## src/rtl/alu_seq_pkg.sv

```systemverilog
// Shared types and constants for the ALU operation sequencer.
package alu_seq_pkg;

    typedef enum logic [2:0] {
        IDLE   = 3'd0,
        LOAD   = 3'd1,
        ISSUE  = 3'd2,
        WAIT   = 3'd3,
        OUT_LO = 3'd4,
        OUT_HI = 3'd5
    } state_t;

    localparam logic        OP_ADD     = 1'b1;
    localparam logic        OP_MUL     = 1'b0;
    localparam logic [15:0] ERR_RESULT = 16'hFFFF;

endpackage

```

## src/rtl/alu_op_sequencer_nibble_assembler.sv

```systemverilog
// Nibble counter plus the two operand registers; nibbles arrive LS-first.
module nibble_assembler #(
    parameter int DATA_W  = 16,
    parameter int NIBBLES = DATA_W / 4
) (
    input  logic              clk,
    input  logic              rst_n,
    input  logic              i_first,
    input  logic              i_next,
    input  logic [3:0]        i_nib_a,
    input  logic [3:0]        i_nib_b,
    output logic [DATA_W-1:0] o_operand_a,
    output logic [DATA_W-1:0] o_operand_b,
    output logic              o_done
);

    localparam int CNT_W = $clog2(NIBBLES + 1);

    logic [CNT_W-1:0]  r_cnt;
    logic [DATA_W-1:0] r_a;
    logic [DATA_W-1:0] r_b;

    // The first nibble also clears the stale upper bits of the previous operation.
    always_ff @(posedge clk) begin
        if (!rst_n) begin
            r_cnt <= '0;
            r_a   <= '0;
            r_b   <= '0;
        end else if (i_first) begin
            r_a   <= {{(DATA_W-4){1'b0}}, i_nib_a};
            r_b   <= {{(DATA_W-4){1'b0}}, i_nib_b};
            r_cnt <= CNT_W'(1);
        end else if (i_next) begin
            r_a[{r_cnt, 2'b00} +: 4] <= i_nib_a;
            r_b[{r_cnt, 2'b00} +: 4] <= i_nib_b;
            r_cnt <= r_cnt + CNT_W'(1);
        end
    end

    assign o_done      = i_next && (r_cnt == CNT_W'(NIBBLES - 1));
    assign o_operand_a = r_a;
    assign o_operand_b = r_b;

endmodule

```

## src/rtl/alu_op_sequencer.sv

```systemverilog
// Sequences one add/mul operation: nibble load, valid/ready issue,
// result wait with timeout, and a two-beat byte return.
module alu_op_sequencer
    import alu_seq_pkg::*;
#(
    parameter int DATA_W  = 16,
    parameter int NIBBLES = DATA_W / 4,
    parameter int TIMEOUT = 15
) (
    input  logic              clock,
    input  logic              reset,
    input  logic              load_en,
    input  logic [3:0]        nib_a,
    input  logic [3:0]        nib_b,
    input  logic              op_sel,
    output logic              busy,
    output logic              op_valid,
    input  logic              op_ready,
    output logic              op_code,
    output logic [DATA_W-1:0] operand_a,
    output logic [DATA_W-1:0] operand_b,
    input  logic              res_valid,
    input  logic [DATA_W-1:0] res_data,
    output logic              out_valid,
    output logic [7:0]        out_byte,
    output logic              out_hi,
    output logic              out_err
);

    localparam int TO_W = $clog2(TIMEOUT + 1);

    state_t          r_state;
    logic [TO_W-1:0] r_tmo;
    logic [7:0]      r_res_hi;
    logic            r_busy;
    logic            r_op_valid;
    logic            r_op_code;
    logic            r_out_valid;
    logic [7:0]      r_out_byte;
    logic            r_out_hi;
    logic            r_out_err;

    logic w_first;
    logic w_next;
    logic w_done;

    assign w_first = (r_state == IDLE) && load_en;
    assign w_next  = (r_state == LOAD) && load_en;

    nibble_assembler #(
        .DATA_W  (DATA_W),
        .NIBBLES (NIBBLES)
    ) u_asm (
        .clk         (clock),
        .rst_n       (reset),
        .i_first     (w_first),
        .i_next      (w_next),
        .i_nib_a     (nib_a),
        .i_nib_b     (nib_b),
        .o_operand_a (operand_a),
        .o_operand_b (operand_b),
        .o_done      (w_done)
    );

    // Only the high byte needs to be kept; the low byte goes straight out on entry to OUT_LO.
    always_ff @(posedge clock) begin
        if (!reset) begin
            r_state     <= IDLE;
            r_tmo       <= '0;
            r_res_hi    <= '0;
            r_busy      <= 1'b0;
            r_op_valid  <= 1'b0;
            r_op_code   <= 1'b0;
            r_out_valid <= 1'b0;
            r_out_byte  <= '0;
            r_out_hi    <= 1'b0;
            r_out_err   <= 1'b0;
        end else begin
            case (r_state)
                IDLE: begin
                    if (load_en) begin
                        r_op_code <= op_sel;
                        r_busy    <= 1'b1;
                        r_state   <= LOAD;
                    end
                end
                LOAD: begin
                    if (w_done) begin
                        r_op_valid <= 1'b1;
                        r_state    <= ISSUE;
                    end
                end
                ISSUE: begin
                    if (op_ready) begin
                        r_op_valid <= 1'b0;
                        r_tmo      <= '0;
                        r_state    <= WAIT;
                    end
                end
                WAIT: begin
                    // A result arriving on the timeout cycle still counts as success.
                    if (res_valid) begin
                        r_res_hi    <= res_data[15:8];
                        r_out_byte  <= res_data[7:0];
                        r_out_err   <= 1'b0;
                        r_out_hi    <= 1'b0;
                        r_out_valid <= 1'b1;
                        r_state     <= OUT_LO;
                    end else if (r_tmo == TO_W'(TIMEOUT - 1)) begin
                        r_res_hi    <= ERR_RESULT[15:8];
                        r_out_byte  <= ERR_RESULT[7:0];
                        r_out_err   <= 1'b1;
                        r_out_hi    <= 1'b0;
                        r_out_valid <= 1'b1;
                        r_state     <= OUT_LO;
                    end else begin
                        r_tmo <= r_tmo + TO_W'(1);
                    end
                end
                OUT_LO: begin
                    r_out_byte <= r_res_hi;
                    r_out_hi   <= 1'b1;
                    r_state    <= OUT_HI;
                end
                OUT_HI: begin
                    r_out_valid <= 1'b0;
                    r_out_hi    <= 1'b0;
                    r_out_err   <= 1'b0;
                    r_busy      <= 1'b0;
                    r_state     <= IDLE;
                end
                default: r_state <= IDLE;
            endcase
        end
    end

    assign busy      = r_busy;
    assign op_valid  = r_op_valid;
    assign op_code   = r_op_code;
    assign out_valid = r_out_valid;
    assign out_byte  = r_out_byte;
    assign out_hi    = r_out_hi;
    assign out_err   = r_out_err;

endmodule
```

## config.mk

```make
export PLATFORM = sky130hd
export DESIGN_NAME = alu_op_sequencer
export DESIGN_NICKNAME = d
export VERILOG_FILES = /design/src/rtl/alu_seq_pkg.sv /design/src/rtl/alu_op_sequencer_nibble_assembler.sv /design/src/rtl/alu_op_sequencer.sv
export SDC_FILE = /design/constraint.sdc
export NUM_CORES = 1
export LEC_CHECK = 0
export CAP_MARGIN = 20
export CORE_ASPECT_RATIO = 1.4
export CORE_MARGIN = 2
export CORE_UTILIZATION = 35
export CTS_CLUSTER_DIAMETER = 30
export DETAILED_ROUTE_END_ITERATION = 12
export GPL_ROUTABILITY_DRIVEN = 0
export PLACE_DENSITY = 0.65
export RECOVER_POWER = 100
export SLEW_MARGIN = 30
export SYNTH_ARGS = -nofsm -noshare
export SYNTH_HDL_FRONTEND = slang
export SYNTH_SLANG_ARGS = --single-unit
export TNS_END_PERCENT = 50
```

## constraint.sdc

```tcl
create_clock -name clock -period 2.6 [get_ports clock]
set_clock_uncertainty 0.05 [all_clocks]
set_input_delay 0.52 -clock clock [delete_from_list [all_inputs] [get_ports clock]]
set_output_delay 0.52 -clock clock [all_outputs]
set_load 0.05 [all_outputs]
```

==> metrics.txt, run 1 <==
DR vias 2950; Routed WL 8158 um; Tot GR Track Use 18.13%; maximum vdd drop 0.4156 mV; CTS Buf Count 9; share of flip-flops with an asynchronous set or reset 0%; die width 82.76 um; CTS clock-pin slew for the worst setup and hold paths 50 ps; Post-CTS Setup Repair Bufs 0; Max-cap violations 0; fin crit share roughly 93%; Min Hold Slack 412.3 ps; # rows 40; area leader, netlist dfxtp_1; Worst setup EP type flip-flop; Worst Path Max Fanout 16; drt via density between 5 and 6; Core Box Area around 8500 um^2; number of DRC markers in iteration 0 151; post-synthesis cell area 3039 um^2; # IOs 76; Sink Count 64; max-slew violations 0; Unique masters post-synth 44; status finished, final reports clean; H-tree depth 3; Synth Instances 341; cell family with most CP delay simple AND/OR/NAND/NOR gates; CTS tree built; overall die height 114.3 um; Antenna Cells 0; Tmin final between 2000 and 2500 ps; top-count cell post-synth dfxtp_1; Post-synth top cells 64 x dfxtp_1, 37 x nand3_1, 28 x clkbuf_1; setup TNS 0 ps; Avg Cell Area, Syn about 8.9 um^2; critical path's largest stage delay 590 ps; power per cell area between 600 and 700 nW/um^2; clk buf depth 2; ranking of synthesized cells by area dfxtp_1 42%, nand3_1 6.1%, mux2i_1 5.9%; first-pass GRT wire length 13260 um; CTS resizes 0; DP Wirelength between 5000 and 6000 um; Synth Net Count 377; Max Freq roughly 400 MHz; LEAKAGE 1.663 nW; Clk Latency, worst-skew pair about 330 ps; Worst EP arrival about 2600 ps; Synth-to-Final Area Change 38.70%; per-cell routed wire length 15.75 um; placed cells 502; Worst slew margin 25.25%; crit-path most repeated cell ha_1; #FFs+latches synth 64; sequential-to-total area share from yosys stat 42.16%; Hold Crit Class flip-flop to flip-flop; Hold Fails Final Rpt 0; Synth Flop Type dfxtp_1; Buffers on Ports 75; Critical-path top delay cell or3b_1; Post-Layout Cell Count a little over 500; # DRC 0; number of flops mapped to enable cells by yosys 0; largest net degree at the start of global routing 25; Die ar. 9455 um^2; CP Data Required Time approximately 2800 ps; YS warnings 0; CP Class flip-flop to flip-flop; final number of setup-violating endpoints 0; crit path cell chain inv_1 > ha_1 > ha_1 > or3b_1 > or4_1 > nand4_1; drt first pass iters 5; initial antenna violation count 0; CP Launch Type flip-flop; # hold bufs at CTS 0; post-synth top area share 42.16%; vias in the first global route 2817; Initial Utilization 35.72%; GR Overflow Total 0; clk root buf clkbuf_16; Routed Antenna Nets 0; layout cells sized above 1 10.41%; RSZ-0062 raised after global routing false; NumNets Final 444; CP bufs+invs 1; Least-Margin Pin Slew 1119 ps
==> power breakdown <==
part | switching [mW] | total [mW] | internal [mW]
Combinational | 0.186 | 0.289 | 0.104
Clock | 0.424 | 1.34 | 0.917
Sequential | 0.0212 | 1.02 | 1.00
Total | 0.631 | 2.65 | 2.02
==> cell families after synthesis <==
| logic type | count (synthesis) | share of synthesized area (%) |
|---|---|---|
| mux | 18 | 5.928 |
| buf+inv | 42 | 5.434 |
| simple gates | 136 | 26.43 |
| fa+ha+maj | 6 | 2.470 |
| flops | 64 | 42.16 |
| compound gates | 75 | 17.58 |
==> flip-flops by register name (all words and copies together) (netlist names) <==
name and flops:
u_asm.r_cnt 3, op_code 1, out_hi 1, op_valid 1
u_asm.o_operand_b 16, r_state 3, r_tmo 4, busy 1
out_err 1, u_asm.o_operand_a 16, out_byte 8, r_res_hi 8
out_valid 1
==> final timing paths <==
check                               startpoint                   end  slack [ps]  cells past startpoint
worst max-delay path            u_asm.r_cnt[0]  u_asm.o_operand_b[0]         170                      6
worst min-delay path               r_res_hi[4]           out_byte[4]         410                      2
worst max register to register  u_asm.r_cnt[0]  u_asm.o_operand_b[0]         170                      6
worst min register to register     r_res_hi[4]           out_byte[4]         410                      2
==> stage by stage <==
stage	cell area (um^2)	power [mW]	util [%]	setup WS [ps]
finish	4215	2.653	49.54	174.1
CTS	4248	2.687	49.93	204.7
global route	4215	2.743	49.54	53.44
detailed placement	3906	1.342	45.91	68.94
global placement	3906	1.338	45.91	91.40
floorplan	3039	1.217	-	355.6
==> routing by layer <==
layer | GRT usage, % | vias to the layer above | routed length, um
met1 | 21.66 | 1380 | 3437
met5 | 0 | - | 0
met2 | 29.35 | 125 | 3972
li1 | - | 1434 | -
met4 | 8.525 | 0 | 175
met3 | 5.363 | 11 | 573
==> worst reg2reg max path, cell delays in order, from the launching register on <==
cell,delay (ps)
dfxtp_1,430
inv_1,110
ha_1,220
ha_1,320
or3b_1,590
or4_1,560
nand4_1,100
==> layout make-up <==
| type | count | area (um^2) |
|---|---|---|
| fillers | 804 | 4293 |
| multi-input cells | 235 | 1582 |
| flip-flops and latches | 64 | 1281 |
| repair buffers | 90 | 849.6 |
| clock buffers | 12 | 266.5 |
| well taps | 105 | 131.4 |
| clock inverters | 4 | 75.07 |
| inverters | 8 | 30.03 |
==> cells in the final DEF, fill, tap and decap left out, types with 2 or more instances in the layout <==
master,n
a2111oi_0,2
a211oi_1,2
a21oi_1,25
and3b_1,3
buf_4,12
bufinv_16,2
clkbuf_16,9
clkbuf_2,2
clkbuf_8,3
clkdlybuf4s50_1,27
clkinvlp_4,2
dfxtp_1,64
dlygate4sd3_1,47
ha_1,6
inv_1,8
mux2i_1,18
nand2_1,24
nand3_1,37
nand3b_1,3
nand4_1,24
nor2_1,14
nor3b_1,3
nor4bb_1,3
o2111ai_1,8
o211ai_1,2
o21ai_0,4
o221a_2,8
o31ai_1,18
or3_1,3
or3b_1,2
or4_1,10
or4bb_1,2
(Power assumes the default switching activity.)
==> run 2, diff against run 1 <==
--- a/config.mk
+++ b/config.mk
@@ -10,6 +10,7 @@
 export CORE_MARGIN = 2
 export CORE_UTILIZATION = 35
 export CTS_CLUSTER_DIAMETER = 30
+export CTS_CLUSTER_SIZE = 8
 export DETAILED_ROUTE_END_ITERATION = 12
 export GPL_ROUTABILITY_DRIVEN = 0
 export PLACE_DENSITY = 0.65
==> results of run 2 <==
The final DEF is identical to that of run 1; final timing and power are the same.
